[src/rtl/id_operand_stage_pkg.sv]
// Shared definitions for the decode/operand stage: bus widths, ALU
// operation encodings and the instruction opcode/funct values we decode.
package id_operand_stage_pkg;

   localparam int RegBus     = 32;
   localparam int RegAddrBus = 5;

   localparam logic [3:0] ALUOP_ADD = 4'd0;
   localparam logic [3:0] ALUOP_SUB = 4'd1;
   localparam logic [3:0] ALUOP_AND = 4'd2;
   localparam logic [3:0] ALUOP_OR  = 4'd3;
   localparam logic [3:0] ALUOP_XOR = 4'd4;
   localparam logic [3:0] ALUOP_NOR = 4'd5;
   localparam logic [3:0] ALUOP_SLT = 4'd6;

   localparam logic [5:0] OP_SPECIAL = 6'b000000;
   localparam logic [5:0] OP_ADDIU   = 6'b001001;
   localparam logic [5:0] OP_ANDI    = 6'b001100;
   localparam logic [5:0] OP_ORI     = 6'b001101;
   localparam logic [5:0] OP_XORI    = 6'b001110;
   localparam logic [5:0] OP_LUI     = 6'b001111;
   localparam logic [5:0] OP_LW      = 6'b100011;
   localparam logic [5:0] OP_SW      = 6'b101011;

   localparam logic [5:0] FUNCT_ADD  = 6'b100000;
   localparam logic [5:0] FUNCT_ADDU = 6'b100001;
   localparam logic [5:0] FUNCT_SUB  = 6'b100010;
   localparam logic [5:0] FUNCT_SUBU = 6'b100011;
   localparam logic [5:0] FUNCT_AND  = 6'b100100;
   localparam logic [5:0] FUNCT_OR   = 6'b100101;
   localparam logic [5:0] FUNCT_XOR  = 6'b100110;
   localparam logic [5:0] FUNCT_NOR  = 6'b100111;
   localparam logic [5:0] FUNCT_SLT  = 6'b101010;

endpackage

[src/rtl/id_operand_stage_fwd_mux.sv]
// Single-source operand forward mux: the EX result wins over the MEM
// result, which wins over the regfile. Register 0 is hardwired, so it is
// never taken from a forward path.
module operand_fwd_mux
   import id_operand_stage_pkg::*;
#(
   parameter int DW = RegBus,
   parameter int AW = RegAddrBus
) (
   input  logic [AW-1:0] addr,
   input  logic [DW-1:0] rdata,
   input  logic          ex_wreg,
   input  logic [AW-1:0] ex_wd,
   input  logic [DW-1:0] ex_wdata,
   input  logic          mem_wreg,
   input  logic [AW-1:0] mem_wd,
   input  logic [DW-1:0] mem_wdata,
   output logic [DW-1:0] data
);

   // Priority select of the youngest in-flight producer of addr.
   always_comb begin
      data = rdata;
      if (addr != '0) begin
         if (ex_wreg && (ex_wd == addr)) begin
            data = ex_wdata;
         end else if (mem_wreg && (mem_wd == addr)) begin
            data = mem_wdata;
         end
      end
   end

endmodule

[src/rtl/id_operand_stage.sv]
// Decode stage on the regfile read ports: decodes the instruction, reads
// and forwards rs/rt, stalls one cycle on a load-use hazard and registers
// the result into the ID/EX pipeline register.
module id_operand_stage
   import id_operand_stage_pkg::*;
#(
   parameter int DW = RegBus,
   parameter int AW = RegAddrBus
) (
   input  logic          clk,
   input  logic          rst,
   input  logic          id_valid,
   input  logic [31:0]   id_inst,
   input  logic [31:0]   id_pc,
   output logic          id_ready,
   output logic          re1,
   output logic          re2,
   output logic [AW-1:0] raddr1,
   output logic [AW-1:0] raddr2,
   input  logic [DW-1:0] rdata1,
   input  logic [DW-1:0] rdata2,
   input  logic          ex_fwd_wreg,
   input  logic [AW-1:0] ex_fwd_wd,
   input  logic [DW-1:0] ex_fwd_wdata,
   input  logic          mem_fwd_wreg,
   input  logic [AW-1:0] mem_fwd_wd,
   input  logic [DW-1:0] mem_fwd_wdata,
   input  logic          ex_stall,
   input  logic          flush,
   output logic          ex_valid,
   output logic [3:0]    ex_aluop,
   output logic [DW-1:0] ex_src1,
   output logic [DW-1:0] ex_src2,
   output logic [DW-1:0] ex_store_data,
   output logic [AW-1:0] ex_wd,
   output logic          ex_wreg,
   output logic          ex_is_load,
   output logic          ex_is_store,
   output logic          ex_illegal,
   output logic [31:0]   ex_pc
);

   function automatic logic [DW-1:0] sext_imm(input logic [15:0] imm);
      logic signed [15:0] s;
      s = signed'(imm);
      return DW'(s);
   endfunction

   function automatic logic [DW-1:0] zext_imm(input logic [15:0] imm);
      return DW'(imm);
   endfunction

   logic [5:0]    op;
   logic [5:0]    funct;
   logic [15:0]   imm;
   logic [AW-1:0] rt_a;
   logic [AW-1:0] rd_a;
   logic [DW-1:0] fwd1;
   logic [DW-1:0] fwd2;

   logic [3:0]    d_aluop;
   logic [DW-1:0] d_src1;
   logic [DW-1:0] d_src2;
   logic [DW-1:0] d_store;
   logic [AW-1:0] d_wd;
   logic          d_wreg;
   logic          d_is_load;
   logic          d_is_store;
   logic          d_illegal;
   logic          r_ok;
   logic [3:0]    r_aluop;
   logic          hazard;

   assign op     = id_inst[31:26];
   assign funct  = id_inst[5:0];
   assign imm    = id_inst[15:0];
   assign raddr1 = AW'(id_inst[25:21]);
   assign raddr2 = AW'(id_inst[20:16]);
   assign rt_a   = AW'(id_inst[20:16]);
   assign rd_a   = AW'(id_inst[15:11]);

   operand_fwd_mux #(.DW(DW), .AW(AW)) u_fwd_rs (
      .addr     (raddr1),
      .rdata    (rdata1),
      .ex_wreg  (ex_fwd_wreg),
      .ex_wd    (ex_fwd_wd),
      .ex_wdata (ex_fwd_wdata),
      .mem_wreg (mem_fwd_wreg),
      .mem_wd   (mem_fwd_wd),
      .mem_wdata(mem_fwd_wdata),
      .data     (fwd1)
   );

   operand_fwd_mux #(.DW(DW), .AW(AW)) u_fwd_rt (
      .addr     (raddr2),
      .rdata    (rdata2),
      .ex_wreg  (ex_fwd_wreg),
      .ex_wd    (ex_fwd_wd),
      .ex_wdata (ex_fwd_wdata),
      .mem_wreg (mem_fwd_wreg),
      .mem_wd   (mem_fwd_wd),
      .mem_wdata(mem_fwd_wdata),
      .data     (fwd2)
   );

   // R-type funct field to ALU operation; r_ok flags a recognised funct.
   always_comb begin
      r_ok    = 1'b1;
      r_aluop = ALUOP_ADD;
      case (funct)
         FUNCT_ADD, FUNCT_ADDU: r_aluop = ALUOP_ADD;
         FUNCT_SUB, FUNCT_SUBU: r_aluop = ALUOP_SUB;
         FUNCT_AND:             r_aluop = ALUOP_AND;
         FUNCT_OR:              r_aluop = ALUOP_OR;
         FUNCT_XOR:             r_aluop = ALUOP_XOR;
         FUNCT_NOR:             r_aluop = ALUOP_NOR;
         FUNCT_SLT:             r_aluop = ALUOP_SLT;
         default:               r_ok    = 1'b0;
      endcase
   end

   // Instruction decode and operand selection; everything idles without id_valid.
   always_comb begin
      d_aluop    = ALUOP_ADD;
      d_src1     = '0;
      d_src2     = '0;
      d_store    = '0;
      d_wd       = '0;
      d_wreg     = 1'b0;
      d_is_load  = 1'b0;
      d_is_store = 1'b0;
      d_illegal  = 1'b0;
      re1        = 1'b0;
      re2        = 1'b0;
      if (id_valid && (id_inst != 32'h0)) begin
         case (op)
            OP_SPECIAL: begin
               if (r_ok) begin
                  d_aluop = r_aluop;
                  d_src1  = fwd1;
                  d_src2  = fwd2;
                  d_wd    = rd_a;
                  d_wreg  = 1'b1;
                  re1     = 1'b1;
                  re2     = 1'b1;
               end else begin
                  d_illegal = 1'b1;
               end
            end
            OP_ADDIU, OP_ANDI, OP_ORI, OP_XORI: begin
               d_src1 = fwd1;
               d_wd   = rt_a;
               d_wreg = 1'b1;
               re1    = 1'b1;
               case (op)
                  OP_ANDI: begin d_aluop = ALUOP_AND; d_src2 = zext_imm(imm); end
                  OP_ORI:  begin d_aluop = ALUOP_OR;  d_src2 = zext_imm(imm); end
                  OP_XORI: begin d_aluop = ALUOP_XOR; d_src2 = zext_imm(imm); end
                  default: begin d_aluop = ALUOP_ADD; d_src2 = sext_imm(imm); end
               endcase
            end
            OP_LUI: begin
               d_aluop = ALUOP_OR;
               d_src2  = DW'({imm, 16'h0000});
               d_wd    = rt_a;
               d_wreg  = 1'b1;
            end
            OP_LW: begin
               d_src1    = fwd1;
               d_src2    = sext_imm(imm);
               d_wd      = rt_a;
               d_wreg    = 1'b1;
               d_is_load = 1'b1;
               re1       = 1'b1;
            end
            OP_SW: begin
               d_src1     = fwd1;
               d_src2     = sext_imm(imm);
               d_store    = fwd2;
               d_is_store = 1'b1;
               re1        = 1'b1;
               re2        = 1'b1;
            end
            default: d_illegal = 1'b1;
         endcase
         if (d_wd == '0) d_wreg = 1'b0;
      end
   end

   assign hazard = ex_valid && ex_is_load && ex_wreg &&
                   ((re1 && (raddr1 == ex_wd)) || (re2 && (raddr2 == ex_wd)));

   // Consume the instruction unless held downstream or waiting one cycle on a load.
   assign id_ready = !rst && (flush || (!ex_stall && !hazard));

   // ID/EX pipeline register: rst > flush > ex_stall > hazard > id_valid.
   always_ff @(posedge clk) begin
      if (rst) begin
         ex_valid      <= 1'b0;
         ex_aluop      <= '0;
         ex_src1       <= '0;
         ex_src2       <= '0;
         ex_store_data <= '0;
         ex_wd         <= '0;
         ex_wreg       <= 1'b0;
         ex_is_load    <= 1'b0;
         ex_is_store   <= 1'b0;
         ex_illegal    <= 1'b0;
         ex_pc         <= '0;
      end else if (flush) begin
         ex_valid <= 1'b0;
      end else if (!ex_stall) begin
         if (hazard || !id_valid) begin
            ex_valid <= 1'b0;
         end else begin
            ex_valid      <= 1'b1;
            ex_aluop      <= d_aluop;
            ex_src1       <= d_src1;
            ex_src2       <= d_src2;
            ex_store_data <= d_store;
            ex_wd         <= d_wd;
            ex_wreg       <= d_wreg;
            ex_is_load    <= d_is_load;
            ex_is_store   <= d_is_store;
            ex_illegal    <= d_illegal;
            ex_pc         <= id_pc;
         end
      end
   end

endmodule

[config.mk]
export PLATFORM = sky130hd
export DESIGN_NAME = id_operand_stage
export DESIGN_NICKNAME = d
export VERILOG_FILES = /design/src/rtl/id_operand_stage_pkg.sv /design/src/rtl/id_operand_stage_fwd_mux.sv /design/src/rtl/id_operand_stage.sv
export SDC_FILE = /design/constraint.sdc
export NUM_CORES = 1
export LEC_CHECK = 0
export ABC_CLOCK_PERIOD_IN_PS = 3700
export BUFFER_PORTS_ARGS = -buffer_cell sky130_fd_sc_hd__buf_2
export CORE_AREA = 2 2 142 144
export CTS_CLUSTER_DIAMETER = 150
export DETAILED_ROUTE_END_ITERATION = 10
export DIE_AREA = 0 0 144 146
export GPL_TIMING_DRIVEN = 0
export PLACE_DENSITY = 0.77
export REMOVE_ABC_BUFFERS = 1
export SYNTH_ARGS = -nofsm -noshare
export SYNTH_HDL_FRONTEND = slang
export SYNTH_SLANG_ARGS = --single-unit
[constraint.sdc]
create_clock -name clk -period 3.7 [get_ports clk]
set_input_delay 0.74 -clock clk [delete_from_list [all_inputs] [get_ports clk]]
set_output_delay 0.74 -clock clk [all_outputs]
set_load 0.01 [all_outputs]
==> results.sh <==
export IMPL_vdd_drop_max_uv=292
export IMPL_finClkSkew_ns=0.0149
export IMPL_ff_latch_area_um2=2820
export IMPL_hold_class="flip-flop to flip-flop"
export IMPL_chipHeight_um=146
export IMPL_place_port_buffers=362
export IMPL_hold_viol=0
export IMPL_ios=364
export IMPL_grt_pass1_vias=8462
export IMPL_drv_cap=0
export IMPL_r2r_start="ex_wd[0]"
export IMPL_start_util_pct=41.9
export IMPL_clock_sinks=141
export IMPL_synth_edff_count=0
export IMPL_ant_nets=0
export IMPL_syn_avg_cell_area_um2=9.18
export IMPL_grt_max_degree=49
export IMPL_fillers=1748
export IMPL_vias=8855
export IMPL_crit_start="id_inst[27]"
export IMPL_fin_crit_ns=3.51
export IMPL_p_leak_uw=0.00482
export IMPL_multiInputGateArea_um2=4800
export IMPL_worst_pin_slew_ns=1.30
export IMPL_firstDrtPassIters=5
export IMPL_cp_arrival_ns=2.77
export IMPL_core_um2=19300
export IMPL_clockBufferDepth=2
export IMPL_worstSetupPathType="primary input to primary output"
export IMPL_wirelength_mm=31.9
export IMPL_ys_flop_type="dfxtp_1"
export IMPL_syn_area_um2=8100
export IMPL_dp_worst_setup_slack_ns=-1.46
export IMPL_yosys_warnings=0
export IMPL_fin_nets=1389
export IMPL_antenna_found_initial=4
export IMPL_async_reset_ff_share_pct=0
export IMPL_row_count=51
export IMPL_clkTransAtPathRegs_ns=0.06
export IMPL_status="complete, no violations"
export IMPL_syn_to_final_growth_pct=33.0
export IMPL_setup_viol=0
export IMPL_slew_headroom_pct=13.5
export IMPL_maxSlewViolCount=0
export IMPL_fp_dieW_um=144
export IMPL_p_per_area_nw_per_um2=370
export IMPL_hold_path_startpoint="ex_pc[24]"
export IMPL_place_congestion=0.804
export IMPL_routedWlPerCell_um=21.8
export IMPL_overflow=0
export IMPL_drt_iter0_drc=535
export IMPL_die_area_um2=21000
export IMPL_dp_hpwl_mm=22.4
export IMPL_required_ns=2.96
export IMPL_hold_buffers=0
export IMPL_clkLatencyLatePin_ns=0.43
export IMPL_h_tree_depth=4
export IMPL_vias_per_cell=6.05
export IMPL_track_usage_pct=28.9
export IMPL_drc=0
export IMPL_ys_seq_area_share_pct=34.9
export IMPL_finalSetupTns_ns=0
export IMPL_setup_ws_ns=0.186
export IMPL_cts_tree="done"
export IMPL_rsz0062_at_grt="no"
export IMPL_max_freq_ghz=0.285
export IMPL_synthCells=882
export IMPL_critPathLaunchType="primary input"
export IMPL_drive_gt1_share_pct=41.8
export IMPL_ys_types=61
export IMPL_grt_pass1_wl_mm=47.1
export IMPL_numCtsBuffers=17
export IMPL_root_buffer="clkbuf_16"
export IMPL_end_kind="primary output"
export IMPL_fin_crit_sh_pct=95.0
export IMPL_ys_ff_latch=141
export IMPL_crit_fanout=10
[placed cells by master, fill, tap and decap left out, types with 18 or more instances in the layout]
| cell type | n |
|---|---|
| a211oi_1 | 32 |
| a21oi_1 | 63 |
| buf_2 | 362 |
| dfxtp_1 | 141 |
| inv_1 | 22 |
| mux2_2 | 32 |
| mux2i_1 | 32 |
| nand2_1 | 82 |
| o22ai_1 | 32 |
| o2bb2ai_1 | 67 |
| o2bb2ai_2 | 30 |
| xor2_1 | 18 |
[what timing repair did]
item / 4_1_cts / 5_1_grt
resized for setup: 5 / 2
gates cloned: 0 / 1
endpoints found under the hold margin: 0 / 0
pin swaps: 3 / 3
setup endpoints to repair: 65 / 11
buffers inserted: 1 / 3
[critical path, cell delays in order]
cell and delay [ns]:
buf_2 0.17, or4_1 0.65, a211oi_4 0.37, o2111a_1 0.32, o21ai_0 0.12, a21oi_1 0.18, nor2_1 0.05, buf_2 0.17
[final timing paths]
path / endpoint / slack, ns / cells after the start
worst max-delay path: id_ready / 0.19 / 8
worst min-delay path: ex_pc[24] / 0.45 / 2
worst max register to register: ex_src2[31] / 0.86 / 6
worst min register to register: ex_pc[24] / 0.45 / 2
[cell type report]
| class | count | area share, % |
|---|---|---|
| antenna | 5 | 0.116 |
| clock buffer | 18 | 4.08 |
| clock inverter | 14 | 1.92 |
| inverter | 22 | 0.767 |
| multi-input combinational | 616 | 44.6 |
| sequential | 141 | 26.2 |
| tap | 265 | 3.08 |
| timing repair buffer | 382 | 19.3 |
[cell usage after synthesis, types with 12 or more instances]
cell / number / area share (%)
xnor2_1: 12 / 1.3
a21o_1: 16 / 1.5
a21oi_1: 64 / 4.0
nand2_1: 82 / 3.8
dfxtp_1: 141 / 35
mux2i_1: 32 / 4.0
clkbuf_1: 69 / 3.2
a32o_1: 16 / 2.0
a2bb2oi_1: 16 / 1.7
buf_4: 12 / 1.1
o22ai_1: 32 / 2.5
o2111ai_1: 15 / 1.6
buf_2: 14 / 0.87
a211oi_1: 32 / 3.0
o22a_1: 16 / 1.7
o2bb2ai_2: 30 / 5.6
or3_1: 15 / 1.2
nor2_1: 12 / 0.56
inv_1: 22 / 1.0
and4_1: 17 / 1.8
o2bb2ai_1: 67 / 7.2
xor2_1: 18 / 1.9
mux2_2: 32 / 4.5
[where the power goes]
part	internal [µW]	switching, µW	leakage, µW	total, µW
Sequential	1530	6.53	0.00114	1540
Clock	1160	751	0.000306	1910
Combinational	218	312	0.00338	530
[metrics by stage]
stage | util, % | cells | instance area [µm²] | total power, µW | hold slack, ns
4_1_cts | 55.5 | 1454 | 10700 | 3990 | 0.452
3_5_place_dp | 52.0 | 1421 | 10000 | 2080 | 0.441
6_report | 55.7 | 1463 | 10800 | 3980 | 0.449
2_1_floorplan | - | 778 | 7610 | 1790 | 0.470
3_3_place_gp | 50.5 | 1405 | 9760 | 2050 | 0.439
5_1_grt | 55.7 | 1462 | 10800 | 4110 | 0.469
[cells by family after synthesis]
group,after synthesis,synth area share (%)
mux,64,8.41
simple gates,189,12.9
compound gates,331,33.6
buf+inv,126,6.99
other cells,1,0.0463
xor+xnor,30,3.25
flops,141,34.9
[registers in the layout (all words and copies together) (netlist names)]
signal         count
ex_is_store        1
ex_illegal         1
ex_src2           32
ex_aluop           3
ex_wreg            1
ex_pc             32
ex_src1           32
ex_is_load         1
ex_valid           1
ex_store_data     32
ex_wd              5
[routing by layer]
metal  vias up  GRT usage, %  routed length, µm  share of wire (%)
met5         -             0                  0                  0
met2       538          47.6              15100                 47
met4         0          15.1               1280                4.0
met3        78          8.26               3100                9.7
met1      4255          34.0              12400                 39
li1       3984             -                  -                  -
Power figures use the tool's default switching activity.
